--- src/rtl/param_mux_scan.sv ---
// Registered N:1 mux with direct-select and masked-scan modes.
// Define PARAM_MUX_PARITY_EN to add the out_parity output.
module param_mux_scan #(
  parameter int WIDTH  = 16,
  parameter int NUM_IN = 16,
  parameter int SEL_W  = 4
) (
  input  logic                    clk,
  input  logic                    rst,
  input  logic [NUM_IN*WIDTH-1:0] in_data,
  input  logic [NUM_IN-1:0]       in_mask,
  input  logic                    mode,
  input  logic [SEL_W-1:0]        sel,
  input  logic                    start,
  output logic [WIDTH-1:0]        out_data,
  output logic [SEL_W-1:0]        out_ch,
  output logic                    out_valid,
  input  logic                    out_ready,
  output logic                    busy,
`ifdef PARAM_MUX_PARITY_EN
  output logic                    out_parity,
`endif
  output logic                    done
);

  typedef enum logic [1:0] {
    S_IDLE,
    S_DIRECT,
    S_SCAN,
    S_DONE
  } state_t;

  state_t             state_q;
  logic [SEL_W-1:0]   ptr_q;
  logic [NUM_IN-1:0]  mask_q;
  logic               last_q;
  logic [WIDTH-1:0]   data_q;
  logic [SEL_W-1:0]   ch_q;
  logic               valid_q;
  logic               busy_q;
  logic               done_q;

  logic               load;
  logic [WIDTH-1:0]   sel_word;
  logic [WIDTH-1:0]   ptr_word;
  logic [WIDTH-1:0]   word_d;
  logic [SEL_W-1:0]   first_d;
  logic [SEL_W-1:0]   next_d;
  logic               next_vld;

  assign load = !valid_q || out_ready;

  // Unselectable indices (>= NUM_IN) fall through to zero.
  always_comb begin
    sel_word = '0;
    ptr_word = '0;
    for (int k = 0; k < NUM_IN; k++) begin
      if (sel == SEL_W'(k))
        sel_word = in_data[k*WIDTH +: WIDTH];
      if (ptr_q == SEL_W'(k))
        ptr_word = in_data[k*WIDTH +: WIDTH];
    end
  end

  assign word_d = (state_q == S_SCAN) ? ptr_word : sel_word;

  // Descending walk so the lowest qualifying index wins.
  always_comb begin
    first_d  = '0;
    next_d   = '0;
    next_vld = 1'b0;
    for (int k = NUM_IN - 1; k >= 0; k--) begin
      if (in_mask[k])
        first_d = SEL_W'(k);
      if (mask_q[k] && (SEL_W'(k) > ptr_q)) begin
        next_d   = SEL_W'(k);
        next_vld = 1'b1;
      end
    end
  end

  always_ff @(posedge clk) begin
    if (rst) begin
      state_q <= S_IDLE;
      ptr_q   <= '0;
      mask_q  <= '0;
      last_q  <= 1'b0;
      data_q  <= '0;
      ch_q    <= '0;
      valid_q <= 1'b0;
      busy_q  <= 1'b0;
      done_q  <= 1'b0;
    end else begin
      done_q <= 1'b0;
      unique case (state_q)
        S_IDLE: begin
          if (!mode) begin
            state_q <= S_DIRECT;
          end else if (start) begin
            mask_q <= in_mask;
            if (in_mask == '0) begin
              done_q  <= 1'b1;
              state_q <= S_DONE;
            end else begin
              ptr_q   <= first_d;
              last_q  <= 1'b0;
              busy_q  <= 1'b1;
              state_q <= S_SCAN;
            end
          end
        end
        S_DIRECT: begin
          if (load) begin
            if (mode) begin
              valid_q <= 1'b0;
              state_q <= S_IDLE;
            end else begin
              data_q  <= word_d;
              ch_q    <= sel;
              valid_q <= 1'b1;
            end
          end
        end
        S_SCAN: begin
          if (load) begin
            if (last_q) begin
              valid_q <= 1'b0;
              busy_q  <= 1'b0;
              done_q  <= 1'b1;
              state_q <= S_DONE;
            end else begin
              data_q  <= word_d;
              ch_q    <= ptr_q;
              valid_q <= 1'b1;
              if (next_vld) ptr_q  <= next_d;
              else          last_q <= 1'b1;
            end
          end
        end
        S_DONE: begin
          valid_q <= 1'b0;
          busy_q  <= 1'b0;
          state_q <= S_IDLE;
        end
        default: state_q <= S_IDLE;
      endcase
    end
  end

`ifdef PARAM_MUX_PARITY_EN
  logic parity_q;

  always_ff @(posedge clk) begin
    if (rst)
      parity_q <= 1'b0;
    else if (load && !last_q && state_q == S_SCAN)
      parity_q <= ^word_d;
    else if (load && !mode && state_q == S_DIRECT)
      parity_q <= ^word_d;
  end

  assign out_parity = parity_q;
`endif

  assign out_data  = data_q;
  assign out_ch    = ch_q;
  assign out_valid = valid_q;
  assign busy      = busy_q;
  assign done      = done_q;

endmodule

--- config.mk ---
export PLATFORM = sky130hd
export DESIGN_NAME = param_mux_scan
export DESIGN_NICKNAME = d
export VERILOG_FILES = /design/src/rtl/param_mux_scan.sv
export SDC_FILE = /design/constraint.sdc
export NUM_CORES = 1
export LEC_CHECK = 0
export ABC_CLOCK_PERIOD_IN_PS = 4600
export CELL_PAD_IN_SITES_DETAIL_PLACEMENT = 1
export CELL_PAD_IN_SITES_GLOBAL_PLACEMENT = 1
export CORE_AREA = 3 3 157 159
export CTS_BUF_LIST = sky130_fd_sc_hd__clkbuf_16
export CTS_CLUSTER_SIZE = 8
export DETAILED_ROUTE_END_ITERATION = 6
export DIE_AREA = 0 0 160 162
export PLACE_DENSITY_LB_ADDON = 0.15
export SKIP_LAST_GASP = 1
export SLEW_MARGIN = 5
export SYNTH_ARGS = -nofsm -noshare
export SYNTH_HDL_FRONTEND = slang
export SYNTH_SLANG_ARGS = --single-unit
--- constraint.sdc ---
create_clock -name clk -period 4.6 [get_ports clk]
set_clock_uncertainty 0.15 [all_clocks]
set_input_delay 0.69 -clock clk [delete_from_list [all_inputs] [get_ports clk]]
set_output_delay 0.69 -clock clk [all_outputs]
set_load 0.01 [all_outputs]
# Yosys cells after proc, flatten, opt, wreduce, memory -nomap -nowiden
# Cells that the tools add are included.
word_totals:
  regBits: 46
  inputBits: 281
  output_inout_bits: 23
  elab_cells: 232
op_classes:
  n_lt_le_gt_ge: 16
  eq_ne: 44
  n_mux: 130
  reduce_logical: 33
op_table:
  columns: ["cell", "count"]
  rows:
  - ["2-to-1 mux 16 bit", 37]
  - ["2-to-1 mux 4 bit", 42]
  - ["== test 4 bit, second input constant", 16]
  - ["2-to-1 mux 1 bit", 37]
  - ["== test 4 x 3 -> 1 bit, second input constant", 8]
  - ["greater-than comparator 4 bit, first input constant", 8]
  - ["one-hot mux 16 bit (2 select lines)", 1]
  - ["!= test 2 bit, second input constant", 10]
  - ["== test 4 x 2 -> 1 bit, second input constant", 4]
  - ["greater-than comparator 3 x 4 -> 1 bit, first input constant", 4]
  - ["logical AND 1 bit", 16]
  - ["zero test 16 bit", 1]
  - ["one-hot mux 4 bit (2 select lines)", 2]
  - ["AND reduction 5 bit", 3]
  - ["2-to-1 mux 2 bit", 6]
  - ["== test 4 x 1 -> 1 bit, second input constant", 2]
  - ["greater-than comparator 1 x 4 -> 1 bit, first input constant", 2]
  - ["greater-than comparator 2 x 4 -> 1 bit, first input constant", 2]
  - ["zero test 4 bit", 2]
  - ["one-hot mux 2 bit (4 select lines)", 1]
  - ["AND reduction 7 bit", 1]
  - ["one-hot mux 1 bit (3 select lines)", 2]
  - ["AND reduction 3 bit", 2]
  - ["AND reduction 6 bit", 1]
  - ["9 further kinds", 13]

# Logic depth before layout (Yosys ltp)
depth:
  ltp_word: 22
  mapped_depth: 10
  ltp_nobuf: 6

# Worst setup path after synthesis
# Ideal clock, no wire load.
synth_path:
  path_kind: "input to register"
  startpoint: "input port sel[0]"
  endpoint: "register data_q[0] (netlist: out_data[0])"
  setup_time_ps: 125
  arrival_time_ps: 2072
  path_slack_ps: 2253
  cell_stages: 8
  path_buffers: 3
  cell_sequence: "buf_6 > buf_6 > buf_6 > mux2_2 > a222oi_1 > o31ai_1 > o221ai_1 > nand3_1"
synth_between:
  elab_chain_len: 21
synth_rtl:
  columns: ["item", "line_no", "source"]
  rows:
  - ["start: declaration", "13", "input logic [SEL_W-1:0] sel,"]
  - ["zero test 4 bit", "58", "if (sel == SEL_W'(k))"]
  - ["2-to-1 mux 16 bit (15 in a row)", "58", null]
  - ["2-to-1 mux 16 bit *", "58", null]
  - ["2-to-1 mux 16 bit *", "65", "assign word_d = (state_q == S_SCAN) ? ptr_word : sel_word;"]
  - ["2-to-1 mux 16 bit (on tied branches)", "126, 114", null]
  - ["2-to-1 mux 16 bit (on tied branches)", "125, 113", null]
  - ["one-hot mux 16 bit (2 select lines) *", "95", "unique case (state_q)"]
  - ["end signal: assignment", "118", "data_q <= word_d;"]
  - ["end signal: assignment", "132", "data_q <= word_d;"]
  - ["end: declaration", "37", "logic [WIDTH-1:0] data_q;"]
# Every way passes the cells marked *; elsewhere a longest branch is shown, timed or not. The select of a mux whose other input is x is not followed.
# A chain may end at the register's enable or synchronous reset.

# Worst setup path after layout
layout_path:
  startpoint: "register ptr_q[0]"
  endpoint: "register data_q[15] (netlist: out_data[15])"
layout_between:
  elab_chain_len: 21
layout_rtl:
  columns: ["item", "line_no", "source"]
  rows:
  - ["start: declaration", "34", "logic [SEL_W-1:0] ptr_q;"]
  - ["start signal: assignment", "105", "ptr_q <= first_d;"]
  - ["start signal: assignment", "135", "if (next_vld) ptr_q <= next_d;"]
  - ["zero test 4 bit", "60", "if (ptr_q == SEL_W'(k))"]
  - ["2-to-1 mux 16 bit (15 in a row)", "60", null]
  - ["2-to-1 mux 16 bit *", "60", null]
  - ["2-to-1 mux 16 bit *", "65", null]
  - ["2-to-1 mux 16 bit (on tied branches)", "126, 114", null]
  - ["2-to-1 mux 16 bit (on tied branches)", "125, 113", null]
  - ["one-hot mux 16 bit (2 select lines) *", "95", null]
# Marks and branches as above.

==> results_dict.tcl <==
set metrics [dict create \
    status "finished, violations left" \
    max-vdd-ir-drop_mv 0.139 \
    slew_headroom_pct 23.3 \
    core_area_um2 23400 \
    end_kind "flip-flop" \
    slew_violations 0 \
    port_buffers 303 \
    max_freq_mhz 312 \
    avgSynthCellArea_um2 7.11 \
    htreeDepth 2 \
    hold_class "flip-flop to flip-flop" \
    finalCriticalPeriod_ns 3.21 \
    synth_async_sr_flop_share_pct 0 \
    min_from "mask_q[14]" \
    placed_cell_area_um2 10900 \
    holdPathStages 2 \
    drive_gt1_share_pct 9.58 \
    min_to "mask_q[14]" \
    slowest_delay_ns 0.94 \
    synth_nets 1390 \
    crit_chain "buf_12, or2b_1, o21ai_0, a21oi_1, a211oi_1, or3_1, a311oi_1" \
    syn_area_um2 7880 \
    antenna_left 0 \
    clk-insertion-delay-late_ns 0.30 \
    die_width_um 160 \
    wl_per_cell_um 27.4 \
    r2r_setup_slack_ns 1.39 \
    grt_pass1_wl_mm 67.5 \
    dr_wl_met3_mm 4.35 \
    fin_nets 1627 \
    synth_warnings 0 \
    wl_met1_mm 17.9 \
    highest_layer "met5" \
    place.gp.congestion 1.00 \
    cp-start-kind "flip-flop" \
    ys_seq_area_share_pct 11.4 \
    failed_checks "DRC" \
    grt_antenna_before_repair 2 \
    p_leak_uw 0.00369 \
    fin_util_pct 47.5 \
    hpwl_mm 35.0 \
    synth.largest_area_cell "dfxtp_1" \
    drc_errors 9 \
    worst_slew_pin_slew_ns 1.15 \
    worst_ep_arrival_time_ns 3.27 \
    hold_violations 0 \
    path_buf_inv 1 \
    nFillCells 2956 \
    crit_type "flip-flop to flip-flop" \
    track_usage_pct 33.2 \
    regArea_um2 908 \
    final_area_um2 11100 \
    vias_per_cell 6.51 \
    num_vias 10855 \
    grt_pass1_vias 10963 \
    yosys-top-cells-area "dfxtp_1 11%, o21ai_0 6.9%, a21oi_1 6.3%, mux2i_1 5.6%, nand2_1 5.0%" \
    p_per_area_nw_per_um2 201 \
    grt_max_degree 82 \
    netlist_instances 1109 \
    syn_to_final_growth_pct 40.9 \
    cts_setup_buffers 0 \
    holdBufCountCts 0 \
    synthFlopType "dfxtp_1" \
    rows 56 \
    first_iter_violations 1272 \
    synthTopCellsByCount "108 x o21ai_0, 105 x nand2_1, 104 x nor2_1" \
    multi_input_area_um2 6260 \
    crit_fanout 81 \
    firstDrtPassIters 7 \
    initial_core_util_pct 33.7 \
    r2r-end "out_data[15]" \
    synth_top_cell_area_share_pct 11.4 \
    cts_tree "built" \
    die_area_um2 25900 \
    clkTransAtPathRegs_ns 0.07 \
    ys_types 90 \
    reg2regPathDepth 7 \
    setup-violations-final 0 \
    clock_sinks 45 \
    ctsResizeCount 0 \
    rsz0062_at_grt "no" \
    synth-seq-cells 45 \
    clockBufferDepth 2 \
    yosysMostFrequentCell "o21ai_0" \
    cp_top_family "flip-flops" \
    cp.required_ns 4.66 \
    dr_wl_met2_mm 21.5 \
    clockRootBuffer "clkbuf_16" \
    grt_overflow 0 \
    finalWirelength_mm 45.6 \
    drv_cap 0 \
    cp_slowest_cell "dfxtp_4" \
    period_share_pct 69.7 \
    synth_edf_count 0 \
    pin_count 304 \
    cts-buffers-inserted 5 \
    r2r-start "ptr_q[0]" \
    finalSetupTns_ns 0 \
    die_h_um 162 \
]
-- worst min-delay path: stages, from the launching register on --
cell,delay (ns)
dfxtp_1,0.33
nand2_1,0.06
a21oi_1,0.05
-- placed cells by master (no fill, tap or decap), drive strengths merged, types with 6 or more instances in the layout --
| cell type | n |
|---|---|
| clkdlybuf4s50 | 299 |
| o21ai | 113 |
| nand2 | 106 |
| nor2 | 104 |
| a21oi | 101 |
| dfxtp | 45 |
| mux2i | 44 |
| o22ai | 43 |
| buf | 40 |
| mux2 | 34 |
| nand2b | 32 |
| nor3 | 31 |
| nor2b | 24 |
| nand3 | 20 |
| o221ai | 19 |
| a22oi | 18 |
| mux4 | 18 |
| inv | 16 |
| o211ai | 14 |
| a311oi | 14 |
| a211oi | 13 |
| a221o | 12 |
| o2bb2ai | 12 |
| a221oi | 12 |
| o31ai | 9 |
| a2111oi | 8 |
| or3 | 7 |
| a22o | 7 |
| a222oi | 7 |
| a31oi | 7 |
| o21a | 6 |
| nand3b | 6 |
| o2111ai | 6 |
| a31o | 6 |
| nor4 | 6 |
| clkbuf | 6 |
-- per-stage QoR --
step / std cells / setup slack (ns) / power, µW / hold slack [ns]
3_5_place_dp: 1658 / 1.17 / 1760 / 0.323
6_report: 1667 / 1.39 / 2230 / 0.329
4_1_cts: 1666 / 1.46 / 2200 / 0.334
5_1_grt: 1667 / 1.30 / 2330 / 0.360
3_3_place_gp: 1658 / 1.21 / 1750 / 0.309
2_1_floorplan: 1109 / 2.25 / 1170 / 0.287
-- flip-flops by register name, indices dropped and copies added (netlist names) --
name	count
ptr_q	4
out_ch	4
busy	1
last_q	1
state_q	2
out_data	16
out_valid	1
done	1
mask_q	15
-- layout make-up --
type                       count  area share, %
multi-input combinational    938           56.4
clock buffer                   6           1.35
antenna                        1         0.0225
sequential                    45           8.18
clock inverter                 2          0.180
timing repair buffer         339           29.7
inverter                      17          0.575
tap                          319           3.59
-- logic make-up (layout without fill, tap and decap cells) --
kind of cell    after synthesis  count (layout)  synth area share (%)
compound gates              469             469                  40.4
buf+inv                     126             364                  9.14
other cells                   0               1                     0
flops                        45              45                  11.4
simple gates                373             373                  23.3
mux                          96              96                  15.8
-- routing by layer --
layer | GRT usage [%] | vias up
li1 | - | 4788
met1 | 42.7 | 5274
met2 | 55.8 | 671
met3 | 5.66 | 120
met4 | 12.8 | 2
met5 | 0 | -
-- power by group --
group / leakage (µW) / internal [µW] / total, µW / switching, µW
Sequential: 0.000370 / 426 / 515 / 88.5
Clock: 0.0000841 / 241 / 440 / 199
Combinational: 0.00324 / 595 / 1280 / 683
-- worst max path at each step --
stage | from | endpoint | slack, ns | cells past startpoint
after detailed placement | sel[0] | out_data[1] | 1.17 | 8
after global placement | sel[0] | out_data[1] | 1.21 | 8
after global routing | ptr_q[1] | out_data[12] | 1.30 | 7
final | ptr_q[0] | out_data[15] | 1.39 | 7
after floorplan | sel[0] | out_data[0] | 2.25 | 8
after CTS | ptr_q[1] | out_data[2] | 1.46 | 7
No activity file was read; power rests on OpenSTA's default activity.
